===== config.mk =====
export PLATFORM = sky130hd
export DESIGN_NAME = operand_loader
export DESIGN_NICKNAME = d
export VERILOG_FILES = /design/src/rtl/operand_loader.sv
export SDC_FILE = /design/constraint.sdc
export NUM_CORES = 1
export LEC_CHECK = 0
export CAP_MARGIN = 20
export CORE_UTILIZATION = 45
export CTS_CLUSTER_SIZE = 24
export DETAILED_ROUTE_END_ITERATION = 6
export PLACE_DENSITY = 0.7
export SETUP_SLACK_MARGIN = 0.15
export SYNTH_ARGS = -nofsm -noshare
export SYNTH_HDL_FRONTEND = slang
export SYNTH_SLANG_ARGS = --single-unit

===== constraint.sdc =====
create_clock -name i_clock -period 1.8 [get_ports i_clock]
set_input_delay 0.36 -clock i_clock [delete_from_list [all_inputs] [get_ports i_clock]]
set_output_delay 0.36 -clock i_clock [all_outputs]
set_load 0.02 [all_outputs]

===== src/rtl/operand_loader.sv =====
// operand_loader: captures ALU operands A, B and the opcode from board switches
// under push-button control. Every button passes through a synchroniser,
// debouncer and rising-edge detector, so one physical press gives one load.
// Two entry modes are supported:
//   direct     - each button loads its own register;
//   sequential - a small FSM steps through A -> B -> OP with enter/back/clear.

// One button lane: 2-FF synchroniser, debounce and a single-cycle press pulse.
module operand_loader_btn #(
  parameter int DB_CYCLES = 16,
  parameter int NB_DB     = 20
) (
  input  logic i_clock,
  input  logic i_reset,
  input  logic i_btn,
  output logic o_press
);
  localparam logic [NB_DB-1:0] DB_MAX = NB_DB'(DB_CYCLES);

  logic             sync1_q, sync1_d;
  logic             sync2_q, sync2_d;
  logic             stable_q, stable_d;
  logic             stable_dly_q, stable_dly_d;
  logic [NB_DB-1:0] cnt_q, cnt_d;

  // Count cycles the synchronised level disagrees with the accepted level;
  // accept the new level once the disagreement has lasted DB_CYCLES.
  always_comb begin
    sync1_d      = i_btn;
    sync2_d      = sync1_q;
    stable_d     = stable_q;
    stable_dly_d = stable_q;
    cnt_d        = '0;
    if (sync2_q != stable_q) begin
      if (cnt_q == DB_MAX) begin
        stable_d = sync2_q;
        cnt_d    = '0;
      end else begin
        cnt_d = cnt_q + 1'b1;
      end
    end
  end

  // Lane state registers.
  always_ff @(posedge i_clock) begin
    if (!i_reset) begin
      sync1_q      <= 1'b0;
      sync2_q      <= 1'b0;
      stable_q     <= 1'b0;
      stable_dly_q <= 1'b0;
      cnt_q        <= '0;
    end else begin
      sync1_q      <= sync1_d;
      sync2_q      <= sync2_d;
      stable_q     <= stable_d;
      stable_dly_q <= stable_dly_d;
      cnt_q        <= cnt_d;
    end
  end

  // Only a rising edge of the debounced level is a press; releases are ignored.
  assign o_press = stable_q & ~stable_dly_q;
endmodule

module operand_loader #(
  parameter int NB_DATA   = 8,
  parameter int NB_OP     = 6,
  parameter int DB_CYCLES = 16,
  parameter int NB_DB     = 20
) (
  input  logic               i_clock,
  input  logic               i_reset,
  input  logic               i_mode,
  input  logic [2:0]         i_buttons,
  input  logic [NB_DATA-1:0] i_switches,
  output logic [NB_DATA-1:0] o_data_a,
  output logic [NB_DATA-1:0] o_data_b,
  output logic [NB_OP-1:0]   o_operation,
  output logic [1:0]         o_state,
  output logic               o_valid,
  output logic               o_load_pulse
);
  typedef enum logic [1:0] {S_A = 2'd0, S_B = 2'd1, S_OP = 2'd2, S_DONE = 2'd3} state_t;

  logic [2:0] press;

  // One debounce lane per button.
  for (genvar gi = 0; gi < 3; gi++) begin : g_btn
    operand_loader_btn #(
      .DB_CYCLES(DB_CYCLES),
      .NB_DB    (NB_DB)
    ) u_btn (
      .i_clock(i_clock),
      .i_reset(i_reset),
      .i_btn  (i_buttons[gi]),
      .o_press(press[gi])
    );
  end

  logic [NB_DATA-1:0] a_q, a_d, b_q, b_d;
  logic [NB_OP-1:0]   op_q, op_d;
  logic               fa_q, fa_d, fb_q, fb_d, fop_q, fop_d;
  logic               valid_q, valid_d, pulse_q, pulse_d;
  logic               mode_q, mode_d;
  state_t             state_q, state_d;
  logic               toggle;

  assign toggle = mode_q ^ i_mode;

  // Next-state: a mode toggle parks the FSM at S_A and swallows any press that
  // lands in the same cycle; otherwise direct or sequential rules apply.
  always_comb begin
    a_d     = a_q;
    b_d     = b_q;
    op_d    = op_q;
    fa_d    = fa_q;
    fb_d    = fb_q;
    fop_d   = fop_q;
    state_d = state_q;
    pulse_d = 1'b0;
    mode_d  = i_mode;
    if (toggle) begin
      state_d = S_A;
    end else if (!i_mode) begin
      if (press[0]) begin
        a_d  = i_switches;
        fa_d = 1'b1;
      end
      if (press[1]) begin
        b_d  = i_switches;
        fb_d = 1'b1;
      end
      if (press[2]) begin
        op_d  = i_switches[NB_OP-1:0];
        fop_d = 1'b1;
      end
      pulse_d = |press;
    end else if (press[2]) begin
      // clear wins over enter and back
      a_d     = '0;
      b_d     = '0;
      op_d    = '0;
      fa_d    = 1'b0;
      fb_d    = 1'b0;
      fop_d   = 1'b0;
      state_d = S_A;
    end else if (press[0]) begin
      case (state_q)
        S_A: begin
          a_d     = i_switches;
          fa_d    = 1'b1;
          state_d = S_B;
          pulse_d = 1'b1;
        end
        S_B: begin
          b_d     = i_switches;
          fb_d    = 1'b1;
          state_d = S_OP;
          pulse_d = 1'b1;
        end
        S_OP: begin
          op_d    = i_switches[NB_OP-1:0];
          fop_d   = 1'b1;
          state_d = S_DONE;
          pulse_d = 1'b1;
        end
        default: begin
          // enter from DONE starts a new round: forget flags, keep data
          fa_d    = 1'b0;
          fb_d    = 1'b0;
          fop_d   = 1'b0;
          state_d = S_A;
        end
      endcase
    end else if (press[1]) begin
      case (state_q)
        S_B:     state_d = S_A;
        S_OP:    state_d = S_B;
        default: state_d = state_q;
      endcase
    end
    valid_d = fa_d & fb_d & fop_d;
  end

  // Datapath, flag and FSM registers.
  always_ff @(posedge i_clock) begin
    if (!i_reset) begin
      a_q     <= '0;
      b_q     <= '0;
      op_q    <= '0;
      fa_q    <= 1'b0;
      fb_q    <= 1'b0;
      fop_q   <= 1'b0;
      valid_q <= 1'b0;
      pulse_q <= 1'b0;
      mode_q  <= 1'b0;
      state_q <= S_A;
    end else begin
      a_q     <= a_d;
      b_q     <= b_d;
      op_q    <= op_d;
      fa_q    <= fa_d;
      fb_q    <= fb_d;
      fop_q   <= fop_d;
      valid_q <= valid_d;
      pulse_q <= pulse_d;
      mode_q  <= mode_d;
      state_q <= state_d;
    end
  end

  assign o_data_a     = a_q;
  assign o_data_b     = b_q;
  assign o_operation  = op_q;
  assign o_state      = state_q;
  assign o_valid      = valid_q;
  assign o_load_pulse = pulse_q;
endmodule


==> results of run 1 <==
how the worst max path moves through the flow:
| stage | startpoint | end | slack [ns] | cells past startpoint |
|---|---|---|---|---|
| 2_1_floorplan | g_btn[2].u_btn.cnt_q[2] | g_btn[2].u_btn.cnt_q[16] | 0.09 | 5 |
| 3_3_place_gp | i_mode | o_valid | -0.08 | 6 |
| 3_5_place_dp | i_mode | fb_q | -0.28 | 6 |
| 4_1_cts | g_btn[1].u_btn.cnt_q[7] | g_btn[1].u_btn.cnt_q[15] | 0.14 | 4 |
| 5_1_grt | g_btn[1].u_btn.cnt_q[7] | g_btn[1].u_btn.cnt_q[19] | -0.01 | 4 |
| 6_report | g_btn[1].u_btn.cnt_q[7] | g_btn[1].u_btn.cnt_q[19] | 0.03 | 4 |
sequential cells by signal, indices dropped and copies added (netlist names):
name	cells
g_btn.u_btn.cnt_q	60
o_data_a	8
o_data_b	8
o_operation	6
g_btn.u_btn.stable_dly_d	3
g_btn.u_btn.stable_dly_q	3
g_btn.u_btn.sync1_q	3
g_btn.u_btn.sync2_q	3
o_state	2
fa_q	1
fb_q	1
fop_q	1
mode_q	1
o_load_pulse	1
o_valid	1
cell usage in the layout, fill, tap and decap left out, drive strengths merged, types with 11 or more instances in the layout:
cell type and count:
a21oi 20, and2 15, buf 55, clkbuf 11
clkdlybuf4s50 13, dfxtp 102, dlygate4sd2 25, inv 23
mux2i 25, nand2 53, nand3 24, nand4 21
nor2 54, nor4 14, o21ai 21, xnor2 15
xor2 27
power breakdown:
| part | internal, mW | switching, mW |
|---|---|---|
| registers | 2.25 | 0.00692 |
| logic | 0.0657 | 0.0653 |
| clock network | 0.677 | 0.857 |
timing repair:
item                       4_1_cts  5_1_grt
pin swaps                        5        9
cloned                           0        2
setup buffers                    7        5
setup endpoints to repair       56       61
resized for setup               36       48
layout make-up:
type | count | area (µm²)
sequential | 102 | 2090
inverter | 18 | 70.1
tap | 133 | 166
timing repair buffer | 96 | 828
multi-input combinational | 370 | 2510
clock inverter | 7 | 86.3
fill | 860 | 3840
clock buffer | 9 | 124
cell families (layout without fill, tap and decap cells):
logic type,count (synthesis),count (layout),share of synthesized area (%)
AND/OR/NAND/NOR,233,233,27.1
flip-flops,102,102,45.2
AO/OA/AOI/OAI,60,60,8.12
XOR/XNOR,42,42,8.15
buffers and inverters,36,130,3.10
multiplexers,25,25,5.54
adder cells (fa/ha/maj),10,10,2.77
per-stage QoR:
step / TNS [ns] / hold WS [ns]
after floorplan: 0 / 0.412
after global placement: -0.553 / 0.415
after detailed placement: -2.35 / 0.423
after CTS: 0 / 0.449
after global routing: -0.0113 / 0.472
final: 0 / 0.445
layer usage:
metal	global-route usage (%)	share of wire [%]
met5	0	0
met1	23.3	44
met3	4.51	3.2
met2	34.9	51
met4	8.57	2.3
==> results.cfg, run 1 <==
[run_status]
status = finished, final reports clean

[detailed_routing]
drt-total-wl_um = 10200
drc_errors = 0
drt_first_pass_iters = 5
antenna_left = 0
vias = 3900
first_iter_violations = 127
detail_route.vias_per_cell = 5.31
avgRoutedWirePerCell_um = 13.9

[worst_hold_path]
hold_path_class = reg -> reg
holdCritStartpoint = g_btn[0].u_btn.sync1_q
hold_depth = 1
holdPathEnd = g_btn[0].u_btn.sync2_q

[placement]
dp_cells = 705
post-place-ws_ns = -0.283
dp_hpwl_um = 6870
routabilityCongestion = 0.801
port_buffers = 39
placed_area_mm2 = 0.00537

[grt]
antenna_found_initial = 0
gr-total-overflow = 0
grt_max_degree = 21
grt_pass1_wl_um = 16300
track_usage_pct = 19.9
first_global_vias = 3622

[final_layout]
fin_area_mm2 = 0.00588
drive_above_1_share_pct = 21.6
final_util_pct = 60.5
fin_cells = 735
n_antenna_cell = 0
fin_nets = 621
syn2layout_area_growth_pct = 30.3

[timing]
max_freq_mhz = 565
fin_skew_ns = 0.00908
hold_viol_final = 0
final-max-slew-violation-count = 0
rsz0062_at_grt = true
fin_crit_ns = 1.77
finalCritPeriodShare_pct = 98.4
max-slew-margin-rel_pct = 73.2
tightest_slew_ns = 0.402
fin_ws_ns = 0.0289
setup_viol = 0

[worst_setup_path]
worstPathArrival_ns = 2.08
cp_cell_sequence = nand4_1 -> or4_4 -> or3_1 -> a21oi_1
reg2reg_depth = 4
reg2reg_to = g_btn[1].u_btn.cnt_q[19]
r2r_slack_ns = 0.03
path_class = reg -> reg
critical_path.endpoint_type = flip-flop
slowest_delay_ns = 0.64
critPathBufInv = 0
path_max_fanout = 6
r2r-start = g_btn[1].u_btn.cnt_q[7]
critPathRequiredTime_ns = 2.11
crit_slowest_cell = or4_4
critPathTopFamily = simple AND/OR/NAND/NOR gates
cp-start-kind = flip-flop

[power]
total_power_mw = 3.92
ir_worst_vdd_uv = 605
leakagePower_nw = 2.40
power_density_mw_per_mm2 = 667

[logic_synthesis]
netlist_area_mm2 = 0.00452
yosysSeqAreaShare_pct = 45.2
ys_seq_elements = 102
synthCells = 508
ys.warnings.count = 0
synth_nets = 532
syn_avg_cell_area_um2 = 8.89
synth_flop_cell = dfxtp_1
synth_edf_count = 0
synth.top_cells.by_count = 102 x dfxtp_1, 54 x nor2_1, 53 x nand2_1
synth_top_area_share_pct = 45.2
async_flop_share_pct = 0
synth.most_common_cell = dfxtp_1
synthTopCellsByArea = dfxtp_1 45%, mux2i_1 5.5%, xor2_1 5.2%, nor2_1 4.5%, nand2_1 4.4%
synth_cell_types = 43
synth_top_area_cell = dfxtp_1

[floorplan]
dieHeight_um = 102
dieArea_mm2 = 0.0104
die_w_um = 102
initial_core_util_pct = 46.4
rows = 36
core_mm2 = 0.00973
io_pins = 40

[clock_network]
cts_tree = done
root_buffer = clkbuf_8
clockBufferDepth = 2
hold_buffers = 0
numCtsBuffers = 9
cts_sinks = 102
clkTransAtPathRegs_ns = 0.10
cts_max_level = 3
clock_latency_ns = 0.38

[run]
cap_violations = 0
(Power assumes the default switching activity.)
==> run 2: changes to the inputs <==
==> constraint.sdc (replaced) <==
create_clock -name i_clock -period 1.8 [get_ports i_clock]
set_input_delay 0.27 -clock i_clock [delete_from_list [all_inputs] [get_ports i_clock]]
set_output_delay 0.27 -clock i_clock [all_outputs]
set_load 0.02 [all_outputs]
==> run 2 against run 1 <==
Against the previous run: sequential power about the same; largest power group unchanged; hold slack worse by 0.0021 ns; maximum frequency up 4.1%.
==> results.cfg, run 2 (synthesized netlist as in run 1, its figures left out) <==
[detailed_routing]
vias = 3849
avgRoutedWirePerCell_um = 13.4
first_iter_violations = 202
drc_errors = 0
drt_first_pass_iters = 4
drt-total-wl_um = 9790
antenna_left = 0
detail_route.vias_per_cell = 5.27

[final_layout]
n_fill_cell = 873
ff_latch_area_mm2 = 0.00209
largest-register = g_btn.u_btn.cnt_q
final_common_cell = dfxtp_1
mostFrequentLayoutCells = 75 x dfxtp_1, 54 x nor2_1, 52 x nand2_1
n_antenna_cell = 0
fin_nets = 617
final_util_pct = 59.7
fin_cells = 731
multiInputGateArea_mm2 = 0.00245
fin_area_mm2 = 0.00581
largest_reg_flops = 60
drive_above_1_share_pct = 20.9
syn2layout_area_growth_pct = 28.7

[power]
power_density_mw_per_mm2 = 654
ir_worst_vdd_uv = 621
total_power_mw = 3.80
leakagePower_nw = 2.49

[timing]
setup-tns-final_ns = 0
max-slew-margin-rel_pct = 72.9
hold_viol_final = 0
max_freq_mhz = 588
finalCritPeriodShare_pct = 94.5
rsz0062_at_grt = true
holdWs_ns = 0.443
setup_viol = 0
final-max-slew-violation-count = 0
fin_skew_ns = 0.0121
fin_crit_ns = 1.70
fin_ws_ns = 0.0984
tightest_slew_ns = 0.404

[placement]
placed_area_mm2 = 0.00537
routabilityCongestion = 0.831
post-place-ws_ns = -0.131
dp_cells = 704
dp_hpwl_um = 6880
port_buffers = 39

[worst_hold_path]
hold_path_class = reg -> reg

[worst_setup_path]
path_max_fanout = 6
r2r-start = g_btn[1].u_btn.cnt_q[7]
crit_slowest_cell = or4_4
cp_cell_sequence = nand4_1 -> or4_4 -> or3_1 -> a21oi_1
startpoint = g_btn[1].u_btn.cnt_q[7]
r2r_slack_ns = 0.1
endpoint = g_btn[1].u_btn.cnt_q[15]
reg2reg_depth = 4
slowest_delay_ns = 0.61
path_class = reg -> reg
critPathRequiredTime_ns = 2.11
cp-start-kind = flip-flop
critical_path.endpoint_type = flip-flop
reg2reg_to = g_btn[1].u_btn.cnt_q[15]
worstPathArrival_ns = 2.01

[clock_network]
cts_max_level = 3
clkTransAtPathRegs_ns = 0.11
clock_latency_ns = 0.38
numCtsBuffers = 9
clockBufferDepth = 2
cts_tree = done
root_buffer = clkbuf_8
cts_sinks = 102

[grt]
track_usage_pct = 19.8
grt_pass1_wl_um = 16300
gr-total-overflow = 0
antenna_found_initial = 0
grt_max_degree = 23
first_global_vias = 3792

[floorplan]
core_mm2 = 0.00973
dieHeight_um = 102
dieArea_mm2 = 0.0104
rows = 36
io_pins = 40
initial_core_util_pct = 46.4
die_w_um = 102

[run_status]
status = finished, final reports clean

[run]
cap_violations = 0
## run 2: cell count changes in the layout (fill, tap and decap cells not counted), sizes merged, moves of 2 or more
cell           change
clkinv             +3
dlymetal6s2s      +12
dlygate4sd2       -18
inv                -2
buf                -2
clkdlybuf4s50      +7
## run 2: what timing repair did
action | 4_1_cts | 5_1_grt
setup buffers | 8 | 3
hold buffers | 0 | 0
setup endpoints to repair | 21 | 92
pin swaps | 4 | 10
resized for setup | 15 | 49
cloned | 0 | 0
## run 2: report_power, final
group          internal [mW]  switching, mW
clock                  0.577          0.847
sequential              2.26        0.00642
combinational         0.0555         0.0598
## run 2: critical path: cells and delay by family, from the launching register on
kind | cells | cell delay, ns
and+or+nand+nor | 3 | 1.12
DFF | 1 | 0.37
AOI/OAI and AO/OA | 1 | 0.14
## run 2: layer usage
metal | routed length (µm) | part of all wire (%) | global-route usage (%)
met1 | 4240 | 43 | 22.9
met2 | 4980 | 51 | 34.6
met3 | 363 | 3.7 | 4.92
met4 | 194 | 2.0 | 8.68
met5 | 0 | 0 | 0
## run 2: final cells by class
class / count / share of cell area (%)
clock buffers: 10 / 2.37
clock inverters: 6 / 1.08
inverters: 18 / 1.16
multi-input cells: 370 / 42.2
flip-flops and latches: 102 / 36.0
well taps: 133 / 2.86
repair buffers: 92 / 14.3
## run 2: worst min-delay path by stage
stage | from | end | slack (ns) | cells after the start
3_5_place_dp | g_btn[0].u_btn.sync1_q | g_btn[0].u_btn.sync2_q | 0.42 | 1
2_1_floorplan | i_buttons[0] | g_btn[0].u_btn.sync1_q | 0.40 | 1
5_1_grt | g_btn[0].u_btn.cnt_q[0] | g_btn[0].u_btn.cnt_q[0] | 0.47 | 1
4_1_cts | i_buttons[0] | g_btn[0].u_btn.sync1_q | 0.44 | 2
3_3_place_gp | g_btn[1].u_btn.sync1_q | g_btn[1].u_btn.sync2_q | 0.41 | 1
6_report | g_btn[0].u_btn.sync1_q | g_btn[0].u_btn.sync2_q | 0.44 | 1
==> run 3: changes to the inputs <==
- CORE_MARGIN: default -> 2
- GPL_ROUTABILITY_DRIVEN: default -> 0
==> run 3 against run 2 <==
Against the previous run: cell count shrank 0.68%; register-to-register slack gained 0.04 ns; count of clock-buffer cells in the layout shrank 1; maximum frequency grew 2.2%; combinational power grew 7%; hold slack lost 0.0097 ns; via count shrank 0.65%; worst setup slack gained 0.036 ns; largest power group unchanged.
==> results.cfg, run 3 (synthesized netlist as in run 1, its figures left out) <==
[final_layout]
fin_nets = 612
fin_cells = 726
drive_above_1_share_pct = 20.4
final_common_cell = dfxtp_1
n_antenna_cell = 0
final_util_pct = 59.5
mostFrequentLayoutCells = 73 x dfxtp_1, 54 x nor2_1, 52 x nand2_1
multiInputGateArea_mm2 = 0.00246
ff_latch_area_mm2 = 0.00210
largest-register = g_btn.u_btn.cnt_q
largest_reg_flops = 60
n_fill_cell = 840
syn2layout_area_growth_pct = 28.7
fin_area_mm2 = 0.00581

[power]
switchingPower_mw = 0.915
ir_worst_vdd_uv = 495
p_sw_share_pct = 24.3
p_comb_share_pct = 3.3
clkPwrFrac_pct = 36.8
p_seq_share_pct = 59.9
leakagePower_nw = 2.51
power_density_mw_per_mm2 = 648
intPower_mw = 2.85
total_power_mw = 3.77

[timing]
finalCritPeriodShare_pct = 92.5
fin_ws_ns = 0.135
final-max-slew-violation-count = 0
tightest_slew_ns = 0.420
hold_viol_final = 0
setup_viol = 0
max-slew-margin-rel_pct = 71.7
fin_skew_ns = 0.0169
fin_crit_ns = 1.67
rsz0062_at_grt = true
max_freq_mhz = 601

[grt]
grt_pass1_wl_um = 16500
antenna_found_initial = 0
grt_max_degree = 26
gr-total-overflow = 0
first_global_vias = 3675
track_usage_pct = 18.3

[worst_setup_path]
cp_cell_sequence = nand4_4 -> or4_4 -> or3_4 -> a21oi_2
path_class = reg -> reg
critPathRequiredTime_ns = 2.10
path_max_fanout = 7
worstPathArrival_ns = 1.97
slowest_delay_ns = 0.56
cp-start-kind = flip-flop
crit_slowest_cell = or4_4
critical_path.endpoint_type = flip-flop
critPathTopFamily = simple AND/OR/NAND/NOR gates
critPathBufInv = 0

[detailed_routing]
drc_errors = 0
drt-total-wl_um = 9740
first_iter_violations = 95
drt_first_pass_iters = 5
avgRoutedWirePerCell_um = 13.4
vias = 3824
antenna_left = 0
detail_route.vias_per_cell = 5.27

[clock_network]
cts_max_level = 3
clkTransAtPathRegs_ns = 0.11
clock_latency_ns = 0.38
clockBufferDepth = 2
root_buffer = clkbuf_8
numCtsBuffers = 9
cts_tree = done
cts_sinks = 102

[run_status]
status = finished, final reports clean

[placement]
dp_hpwl_um = 6860
placed_area_mm2 = 0.00535
post-place-ws_ns = -0.0516
port_buffers = 39
dp_cells = 699

[floorplan]
io_pins = 40
core_mm2 = 0.00977
rows = 36
dieArea_mm2 = 0.0109
dieHeight_um = 104
die_w_um = 104
initial_core_util_pct = 46.2

[run]
cap_violations = 0

[worst_hold_path]
hold_path_class = reg -> reg
==> run 3: power by group through the flow <==
stage,logic [mW],clock network [mW],registers [mW]
2_1_floorplan,0.0516,0,2.32
3_3_place_gp,0.114,0,2.32
3_5_place_dp,0.115,0,2.32
4_1_cts,0.118,1.44,2.27
5_1_grt,0.134,1.53,2.26
6_report,0.123,1.39,2.26
==> run 3: area by class of cell <==
type                            instances  share of cell area (%)
Clock buffer                            9                    2.13
Multi-Input combinational cell        370                    42.3
Sequential cell                       102                    36.1
Clock inverter                          7                    1.08
Tap cell                              133                    2.86
Inverter                               18                    1.16
Timing Repair Buffer                   87                    14.3
==> run 3: repair_timing <==
action,in CTS,in global routing
pin swaps,5,8
cloned,0,1
setup endpoints to repair,19,85
hold buffers,0,0
resized for setup,13,57
buffers inserted,4,6
==> run 3: worst register-to-register path, stage by stage (launching register included) <==
cell and delay (ns):
dfxtp_4 0.39, nand4_4 0.14, or4_4 0.56, or3_4 0.38, a21oi_2 0.13
==> run 3: through the flow <==
| stage | TNS, ns | hold slack (ns) |
|---|---|---|
| global placement | 0 | 0.417 |
| floorplan | 0 | 0.397 |
| CTS | 0 | 0.442 |
| finish | 0 | 0.433 |
| detailed placement | -0.171 | 0.421 |
| global route | 0 | 0.466 |
==> run 3: routing by layer <==
layer	wire length (µm)	part of all wire, %	global-route usage, %	vias to the layer above
met5	0	0	0	-
li1	-	-	-	1938
met3	263	2.7	4.70	9
met2	5050	52	31.8	45
met1	4320	44	21.9	1832
met4	105	1.1	6.47	0
==> run 3: worst paths after layout <==
path	endpoint	cells past startpoint	slack, ns	from
setup / recovery	g_btn[1].u_btn.cnt_q[18]	4	0.13	g_btn[1].u_btn.cnt_q[4]
hold reg to reg	g_btn[1].u_btn.sync2_q	1	0.43	g_btn[1].u_btn.sync1_q
setup reg to reg	g_btn[1].u_btn.cnt_q[18]	4	0.13	g_btn[1].u_btn.cnt_q[4]
hold / removal	g_btn[1].u_btn.sync2_q	1	0.43	g_btn[1].u_btn.sync1_q
